==> src/rtl/muldiv_pkg.sv <==
// Shared constants and types for the multi-cycle multiply/divide sequencer.
// ALU opcodes live here so the control unit and the sequencer agree on them.
package muldiv_pkg;

    localparam int unsigned WIDTH = 8;

    localparam logic [3:0] ALU_MULTIPLY = 4'b1010;
    localparam logic [3:0] ALU_DIVIDE   = 4'b1011;

    typedef enum logic [1:0] {
        IDLE,
        MUL,
        DIV,
        DONE
    } state_e;

endpackage

==> src/rtl/muldiv_datapath.sv <==
// Shared shift register datapath: shift-add multiply or restoring divide, one bit per step.
// r_lo holds multiplier/quotient, r_hi holds accumulator high part/partial remainder.
module muldiv_datapath
    import muldiv_pkg::*;
#(
    parameter int unsigned W = WIDTH
) (
    input  logic         i_clk,
    input  logic         i_reset,
    input  logic         i_load,
    input  logic         i_mode_div,
    input  logic         i_step,
    input  logic [W-1:0] i_op_a,
    input  logic [W-1:0] i_op_b,
    output logic [W-1:0] o_lo_d,
    output logic [W-1:0] o_hi_d
);

    logic [W-1:0] r_lo;
    logic [W-1:0] r_b;
    logic [W:0]   r_hi;
    logic         r_div;

    logic [W-1:0] w_lo_d;
    logic [W:0]   w_hi_d;
    logic [W:0]   w_sum;
    logic [W:0]   w_shift;
    logic [W+1:0] w_diff;

    always_comb begin
        w_sum   = {1'b0, r_hi[W-1:0]} + (r_lo[0] ? {1'b0, r_b} : {(W+1){1'b0}});
        w_shift = {r_hi[W-1:0], r_lo[W-1]};
        w_diff  = {1'b0, w_shift} - {2'b00, r_b};
        w_lo_d  = r_lo;
        w_hi_d  = r_hi;
        if (i_step) begin
            if (r_div) begin
                // Restore by keeping the shifted remainder when the trial subtract borrows.
                if (!w_diff[W+1]) begin
                    w_hi_d = w_diff[W:0];
                    w_lo_d = {r_lo[W-2:0], 1'b1};
                end else begin
                    w_hi_d = w_shift;
                    w_lo_d = {r_lo[W-2:0], 1'b0};
                end
            end else begin
                w_hi_d = {1'b0, w_sum[W:1]};
                w_lo_d = {w_sum[0], r_lo[W-1:1]};
            end
        end
    end

    always_ff @(posedge i_clk or posedge i_reset) begin
        if (i_reset) begin
            r_lo  <= '0;
            r_b   <= '0;
            r_hi  <= '0;
            r_div <= 1'b0;
        end else if (i_load) begin
            r_lo  <= i_mode_div ? i_op_a : i_op_b;
            r_b   <= i_mode_div ? i_op_b : i_op_a;
            r_hi  <= '0;
            r_div <= i_mode_div;
        end else begin
            r_lo <= w_lo_d;
            r_hi <= w_hi_d;
        end
    end

    assign o_lo_d = w_lo_d;
    assign o_hi_d = w_hi_d[W-1:0];

endmodule

==> src/rtl/muldiv_sequencer.sv <==
// Multi-cycle MUL/DIV sequencer beside the ALU; stalls the pipeline while iterating.
// Results are captured only on entry to DONE and held until the next operation completes.
module muldiv_sequencer
    import muldiv_pkg::*;
(
    input  logic             i_clk,
    input  logic             i_reset,
    input  logic             i_start,
    input  logic [3:0]       i_alu_control,
    input  logic [WIDTH-1:0] i_op_a,
    input  logic [WIDTH-1:0] i_op_b,
    output logic [WIDTH-1:0] o_result,
    output logic [WIDTH-1:0] o_result_hi,
    output logic             o_busy,
    output logic             o_done,
    output logic             o_div_by_zero,
    output logic             o_stall
);

    localparam int unsigned CW = $clog2(WIDTH);

    state_e           r_state;
    logic [CW-1:0]    r_cnt;
    logic [WIDTH-1:0] r_result;
    logic [WIDTH-1:0] r_result_hi;
    logic             r_busy;
    logic             r_done;
    logic             r_div_by_zero;

    logic             w_is_mul;
    logic             w_is_div;
    logic             w_accept;
    logic             w_step;
    logic [WIDTH-1:0] w_lo_d;
    logic [WIDTH-1:0] w_hi_d;

    assign w_is_mul = (i_alu_control == ALU_MULTIPLY);
    assign w_is_div = (i_alu_control == ALU_DIVIDE);
    assign w_accept = (r_state == IDLE) && i_start && (w_is_mul || w_is_div);
    assign w_step   = (r_state == MUL) || (r_state == DIV);

    muldiv_datapath #(
        .W(WIDTH)
    ) u_datapath (
        .i_clk     (i_clk),
        .i_reset   (i_reset),
        .i_load    (w_accept),
        .i_mode_div(w_is_div),
        .i_step    (w_step),
        .i_op_a    (i_op_a),
        .i_op_b    (i_op_b),
        .o_lo_d    (w_lo_d),
        .o_hi_d    (w_hi_d)
    );

    always_ff @(posedge i_clk or posedge i_reset) begin
        if (i_reset) begin
            r_state       <= IDLE;
            r_cnt         <= '0;
            r_result      <= '0;
            r_result_hi   <= '0;
            r_busy        <= 1'b0;
            r_done        <= 1'b0;
            r_div_by_zero <= 1'b0;
        end else begin
            r_done <= 1'b0;
            case (r_state)
                IDLE: begin
                    if (w_accept) begin
                        r_cnt         <= '0;
                        r_div_by_zero <= 1'b0;
                        if (w_is_div && (i_op_b == '0)) begin
                            r_state       <= DONE;
                            r_done        <= 1'b1;
                            r_div_by_zero <= 1'b1;
                            r_result      <= '1;
                            r_result_hi   <= i_op_a;
                        end else begin
                            r_state <= w_is_div ? DIV : MUL;
                            r_busy  <= 1'b1;
                        end
                    end
                end
                MUL, DIV: begin
                    r_cnt <= r_cnt + CW'(1);
                    if (r_cnt == CW'(WIDTH - 1)) begin
                        r_state     <= DONE;
                        r_busy      <= 1'b0;
                        r_done      <= 1'b1;
                        r_result    <= w_lo_d;
                        r_result_hi <= w_hi_d;
                    end
                end
                DONE:    r_state <= IDLE;
                default: r_state <= IDLE;
            endcase
        end
    end

    assign o_result      = r_result;
    assign o_result_hi   = r_result_hi;
    assign o_busy        = r_busy;
    assign o_done        = r_done;
    assign o_div_by_zero = r_div_by_zero;
    assign o_stall       = r_busy | w_accept;

endmodule

==> config.mk <==
export PLATFORM = sky130hd
export DESIGN_NAME = muldiv_sequencer
export DESIGN_NICKNAME = d
export VERILOG_FILES = /design/src/rtl/muldiv_pkg.sv /design/src/rtl/muldiv_datapath.sv /design/src/rtl/muldiv_sequencer.sv
export SDC_FILE = /design/constraint.sdc
export NUM_CORES = 1
export LEC_CHECK = 0
export ABC_CLOCK_PERIOD_IN_PS = 7450
export BUFFER_PORTS_ARGS = -buffer_cell sky130_fd_sc_hd__buf_2
export CORE_MARGIN = 2
export CORE_UTILIZATION = 65
export CTS_BUF_LIST = sky130_fd_sc_hd__clkbuf_8
export CTS_CLUSTER_DIAMETER = 120
export CTS_CLUSTER_SIZE = 40
export DETAILED_ROUTE_END_ITERATION = 10
export PLACE_DENSITY = 0.95
export SLEW_MARGIN = 5
export SYNTH_ARGS = -nofsm -noshare
export SYNTH_HDL_FRONTEND = slang
export SYNTH_HIERARCHICAL = 1
export SYNTH_SLANG_ARGS = --single-unit
==> constraint.sdc <==
create_clock -name i_clk -period 7.45 [get_ports i_clk]
set_input_delay 0.745 -clock i_clk [delete_from_list [all_inputs] [get_ports i_clk]]
set_output_delay 0.745 -clock i_clk [all_outputs]
set_load 0.01 [all_outputs]
# After elaboration in Yosys (flattened, before gate mapping)
# Cells that the tools add are included.
classes:
  addsub: 3
  n_eq_ne: 10
  n_mux: 34
  bitwise_logic: 1
  reduce_logical: 14
op_table:
  columns: ["cell", "count"]
  rows:
  - ["8-bit 2-to-1 mux", 16]
  - ["8-bit case mux with 2 select lines", 2]
  - ["9-bit by 8-bit subtractor with 10-bit output", 1]
  - ["8-bit by 8-bit adder with 9-bit output", 1]
  - ["4-bit equality test, second input constant", 2]
  - ["8-bit zero test", 1]
  - ["2-bit 2-to-1 mux", 4]
  - ["4-bit AND reduction", 2]
  - ["1-bit 2-to-1 mux", 7]
  - ["2-bit inequality test, second input constant", 3]
  - ["2-bit case mux with 3 select lines", 1]
  - ["3-bit case mux with 2 select lines", 1]
  - ["2-bit AND reduction", 3]
  - ["2-bit equality test, second input constant", 2]
  - ["1-bit case mux with 2 select lines", 2]
  - ["3-bit by 1-bit adder with 3-bit output, second input constant", 1]
  - ["3-bit equality test, second input constant", 1]
  - ["1-bit logical AND", 3]
  - ["3-bit 2-to-1 mux", 1]
  - ["2-bit by 1-bit equality test with 1-bit output, second input constant", 1]
  - ["2-bit zero test", 1]
  - ["1-bit logical OR", 2]
  - ["2-bit by 1-bit inequality test with 1-bit output, second input constant", 1]
  - ["2-bit nonzero test", 1]
  - ["other kinds (2)", 2]
word_totals:
  register_bits: 49
  word_cells: 73

# Logic depth before layout (Yosys ltp)
logic_depth:
  word_depth: 6
  mapped_depth: 12
  depth_no_buf: 12

# Hierarchy
# The synthesis kept the hierarchy.
by_module_without_submodules:
  columns: ["mod", "n_inst", "cells_each", "area_each_um2", "seq_area_each_um2"]
  rows:
  - ["muldiv_datapath", 1, 260, 2248.4, 625.6]
  - ["muldiv_sequencer", 1, 105, 1332.5, 600.6]

# Least setup slack after synthesis
# No wires, ideal clock.
synth_timing:
  kind: "register to register"
  start: "register u_datapath.r_lo[0]"
  end: "register r_result_hi[5] (netlist: o_result_hi[5])"
  setup_ns: 0.125
  arrival_time_ns: 2.732
  required_ns: 7.325
  slack_ns: 4.593
  path_stages_with_launch: 13
  path_buffers: 1
  synth_period_minus_slack_ns: 2.857
  cell_sequence: "dfrtp_1 clkbuf_1 and2_1 ha_1 fa_1 a211oi_1 o21ai_0 o21ai_0 xor2_1 nor2_1 or2_2 mux2_2 mux2_4"
synth_via:
  elab_chain_len: 6
synth_rtl:
  columns: ["item", "line_no", "text"]
  rows:
  - ["from (decl)", "muldiv_datapath.sv:19", "logic [W-1:0] r_lo;"]
  - ["from (signal assigned)", "muldiv_datapath.sv:60", "r_lo <= i_mode_div ? i_op_a : i_op_b;"]
  - ["from (signal assigned)", "muldiv_datapath.sv:65", "r_lo <= w_lo_d;"]
  - ["8-bit 2-to-1 mux", "muldiv_datapath.sv:31", "w_sum = {1'b0, r_hi[W-1:0]} + (r_lo[0] ? {1'b0, r_b} : {(W+1){1'b0}});"]
  - ["8-bit by 8-bit adder with 9-bit output", "muldiv_datapath.sv:31", null]
  - ["8-bit 2-to-1 mux", "muldiv_datapath.sv:37", "if (r_div) begin"]
  - ["8-bit 2-to-1 mux", "muldiv_datapath.sv:36", "if (i_step) begin"]
  - ["net w_hi_d[5]", "muldiv_sequencer.sv:35", "logic [WIDTH-1:0] w_hi_d;"]
  - ["8-bit 2-to-1 mux", "muldiv_sequencer.sv:86", "if (r_cnt == CW'(WIDTH - 1)) begin"]
  - ["8-bit case mux with 2 select lines", "muldiv_sequencer.sv:67", "case (r_state)"]
  - ["to (signal assigned)", "muldiv_sequencer.sv:77", "r_result_hi <= i_op_a;"]
  - ["to (signal assigned)", "muldiv_sequencer.sv:91", "r_result_hi <= w_hi_d;"]
  - ["to (decl)", "muldiv_sequencer.sv:25", "logic [WIDTH-1:0] r_result_hi;"]
# The timed path passes the listed nets, and every way through them passes these cells. The select of a mux whose other input is x is not followed.
# A chain may end at the register's enable or synchronous reset.

# Final worst setup path
# Ends and elaborated chain as after synthesis.

==> flow_metrics.env <==
export IMPL_cts_tree="built"
export IMPL_core_mm2=0.00541
export IMPL_intPower_mw=1.16
export IMPL_grt_pass1_vias=3000
export IMPL_post_route_period_util=0.434
export IMPL_hold_viol_final=0
export IMPL_cp_arrival_ps=3440
export IMPL_cts_made_buffers=5
export IMPL_dp_cells=463
export IMPL_drc=0
export IMPL_p_sw_mw=1.01
export IMPL_drt_total_wl_um=8700
export IMPL_rsz0062_at_grt="false"
export IMPL_path_max_fanout=11
export IMPL_fill_cells=343
export IMPL_die_y_um=78.2
export IMPL_antenna_found_initial=0
export IMPL_worst_ep_required_time_ps=7660
export IMPL_min_path_type="reg2reg"
export IMPL_cts_root_buf="clkbuf_8"
export IMPL_fin_worst_skew_ps=6.35
export IMPL_vias=3107
export IMPL_top_usage_layer="met2"
export IMPL_p_total_mw=2.17
export IMPL_detail_route_antenna_nets=0
export IMPL_synth_cells_most_frequent="dfrtp_1, a21oi_1, nor2_1"
export IMPL_end_kind="flop"
export IMPL_port_buffers=42
export IMPL_syn_area_mm2=0.00358
export IMPL_whs_ps=502
export IMPL_clk_pin_slew_ps=90
export IMPL_yosysWarnings=6
export IMPL_ir_worst_vdd_mv=0.342
export IMPL_clkPwrFrac=0.092
export IMPL_ys_types=64
export IMPL_met3_usage=0.0437
export IMPL_postCtsSetupBuffers=0
export IMPL_h_tree_depth=2
export IMPL_yosys_cell_count_top_type="dfrtp_1"
export IMPL_p_comb_frac=0.677
export IMPL_drv_slew=0
export IMPL_drive_gt1_frac=0.223
export IMPL_pwr_share_seq=0.231
export IMPL_wl_per_cell_um=18.5
export IMPL_area_growth_pct=9.85
export IMPL_finalWorstSetupSlack_ps=4220
export IMPL_pre_cts_ws_ps=4350
export IMPL_grt_pass1_wl_um=14500
export IMPL_chipWidth_um=78.2
export IMPL_cts_sinks=49
export IMPL_grt_overflow=0
export IMPL_syn_avg_cell_area_um2=9.81
export IMPL_p_leak_nw=1.79
export IMPL_crit_type="reg2reg"
export IMPL_grt_max_degree=53
export IMPL_yosys_area_top_type_share=0.342
export IMPL_p_sw_frac=0.464
export IMPL_fin_crit_ps=3230
export IMPL_instances_no_fill=471
export IMPL_met2_usage=0.495
export IMPL_met1_usage=0.395
export IMPL_track_usage=0.299
export IMPL_ios=43
export IMPL_cts_resized=0
export IMPL_setup_viol=0
export IMPL_synth_area_leaders="dfrtp_1, mux2i_1, ha_1, a21oi_1, mux2_4"
export IMPL_start_util=0.662
export IMPL_ys_seq_area_frac=0.342
export IMPL_slew_headroom=0.253
export IMPL_power_density_mw_per_mm2=551
export IMPL_place_congestion=0.923
export IMPL_synth_edf_count=0
export IMPL_dieArea_mm2=0.00612
export IMPL_dp_hpwl_um=6180
export IMPL_worstSkewPairLatency_ps=310
export IMPL_nets=443
export IMPL_cap_violations=0
export IMPL_synth_ff_type="dfrtp_1"
export IMPL_firstDrtPassIters=5
export IMPL_status="completed"
export IMPL_setup_tns_ps=0
export IMPL_start_kind="flop"
export IMPL_yosysTopAreaCell="dfrtp_1"
export IMPL_rows=27
export IMPL_syn_num_nets=410
export IMPL_cts_buffer_depth=2
export IMPL_dr_first_iter_drc_count=356
export IMPL_diodes=0
export IMPL_synth_seq_cells=49
export IMPL_fmaxAchievable_ghz=0.310
export IMPL_tightest_slew_ps=1120
export IMPL_synthArstFlopShare=1.00
export IMPL_synthCells=365
export IMPL_routed_via_density=6.60
export IMPL_ctsHoldBuffers=0
-- power groups by stage --
stage | Clock, mW | Combinational, mW | Sequential [mW]
finish | 0.200 | 1.47 | 0.500
CTS | 0.199 | 1.44 | 0.496
global route | 0.209 | 1.60 | 0.512
detailed placement | 0 | 1.42 | 0.499
global placement | 0 | 1.34 | 0.491
floorplan | 0 | 1.14 | 0.475
-- per-stage QoR --
step | cell area, um2 | utilization
floorplan | 3580 | -
global placement | 3820 | 0.706
detailed placement | 3820 | 0.706
CTS | 3930 | 0.728
global route | 3930 | 0.728
finish | 3930 | 0.728
-- flip-flops by register name, summed over array words and instances, names as in the netlist --
| signal | cells |
|---|---|
| u_datapath/r_div | 1 |
| o_busy | 1 |
| u_datapath/r_b | 8 |
| o_div_by_zero | 1 |
| o_done | 1 |
| u_datapath/r_lo | 8 |
| o_result_hi | 8 |
| r_state | 2 |
| r_cnt | 3 |
| o_result | 8 |
| u_datapath/r_hi | 8 |
-- critical path: stages, from the launching register on --
cell	delay [ps]
dfrtp_1	500
and2_1	190
ha_1	200
fa_1	420
a211oi_1	380
o21ai_0	190
o21ai_0	140
xor2_1	210
nor2_1	80
or2_2	290
mux2_2	260
mux2_4	260
-- cell type report --
cell class | count | area [um2] | share of cell area
Clock buffer | 6 | 82.6 | 0.0210
Sequential cell | 49 | 1230 | 0.312
Multi-Input combinational cell | 278 | 2200 | 0.559
Clock inverter | 2 | 33.8 | 0.00859
Inverter | 20 | 75.1 | 0.0191
Timing Repair Buffer | 44 | 225 | 0.0573
Tap cell | 72 | 90.1 | 0.0229
-- per-layer routing --
metal	up-vias	wire length [um]
li1	1395	-
met1	1493	3480
met2	184	4230
met3	35	710
met4	0	274
met5	-	0
-- worst paths after layout --
| kind | to | startpoint | cells after the start | slack (ps) |
|---|---|---|---|---|
| setup reg to reg | o_result_hi[5]$_DFFE_PP0P_ | u_datapath/r_lo[0]$_DFF_PP0_ | 11 | 4220 |
| hold / removal | o_result[1]$_DFFE_PP0P_ | o_result[1]$_DFFE_PP0P_ | 1 | 500 |
| hold reg to reg | o_result[1]$_DFFE_PP0P_ | o_result[1]$_DFFE_PP0P_ | 1 | 500 |
| min in group asynchronous | o_result_hi[5]$_DFFE_PP0P_ | i_reset | 2 | 640 |
| setup / recovery | o_result_hi[5]$_DFFE_PP0P_ | u_datapath/r_lo[0]$_DFF_PP0_ | 11 | 4220 |
| max in group asynchronous | u_datapath/r_b[5]$_DFFE_PP0P_ | i_reset | 2 | 6200 |
-- layout by cell type (no fill, tap or decap), types with 4 or more instances in the layout --
| master | n |
|---|---|
| a21o_1 | 7 |
| nand2_1 | 12 |
| clkbuf_8 | 6 |
| mux2_4 | 10 |
| nor3_1 | 5 |
| mux2i_1 | 30 |
| o21ai_0 | 12 |
| a21oi_1 | 36 |
| inv_1 | 21 |
| or2_2 | 4 |
| o22ai_1 | 4 |
| mux2_1 | 6 |
| and2_1 | 8 |
| buf_2 | 42 |
| nand2b_1 | 11 |
| ha_1 | 20 |
| nor2_1 | 33 |
| mux2_2 | 11 |
| nor2b_1 | 6 |
| dfrtp_1 | 49 |
| nand3_1 | 4 |
-- cells by family (layout without fill, tap and decap cells) --
kind of cell	after synthesis	count (layout)	synth area share
AND/OR/NAND/NOR	100	100	0.159
AO/OA/AOI/OAI	93	93	0.181
multiplexers	57	57	0.179
flip-flops	49	49	0.342
buffers and inverters	38	72	0.0430
adder cells (fa/ha/maj)	22	22	0.0811
XOR/XNOR	6	6	0.0147
No activity file was read; power rests on OpenSTA's default activity.
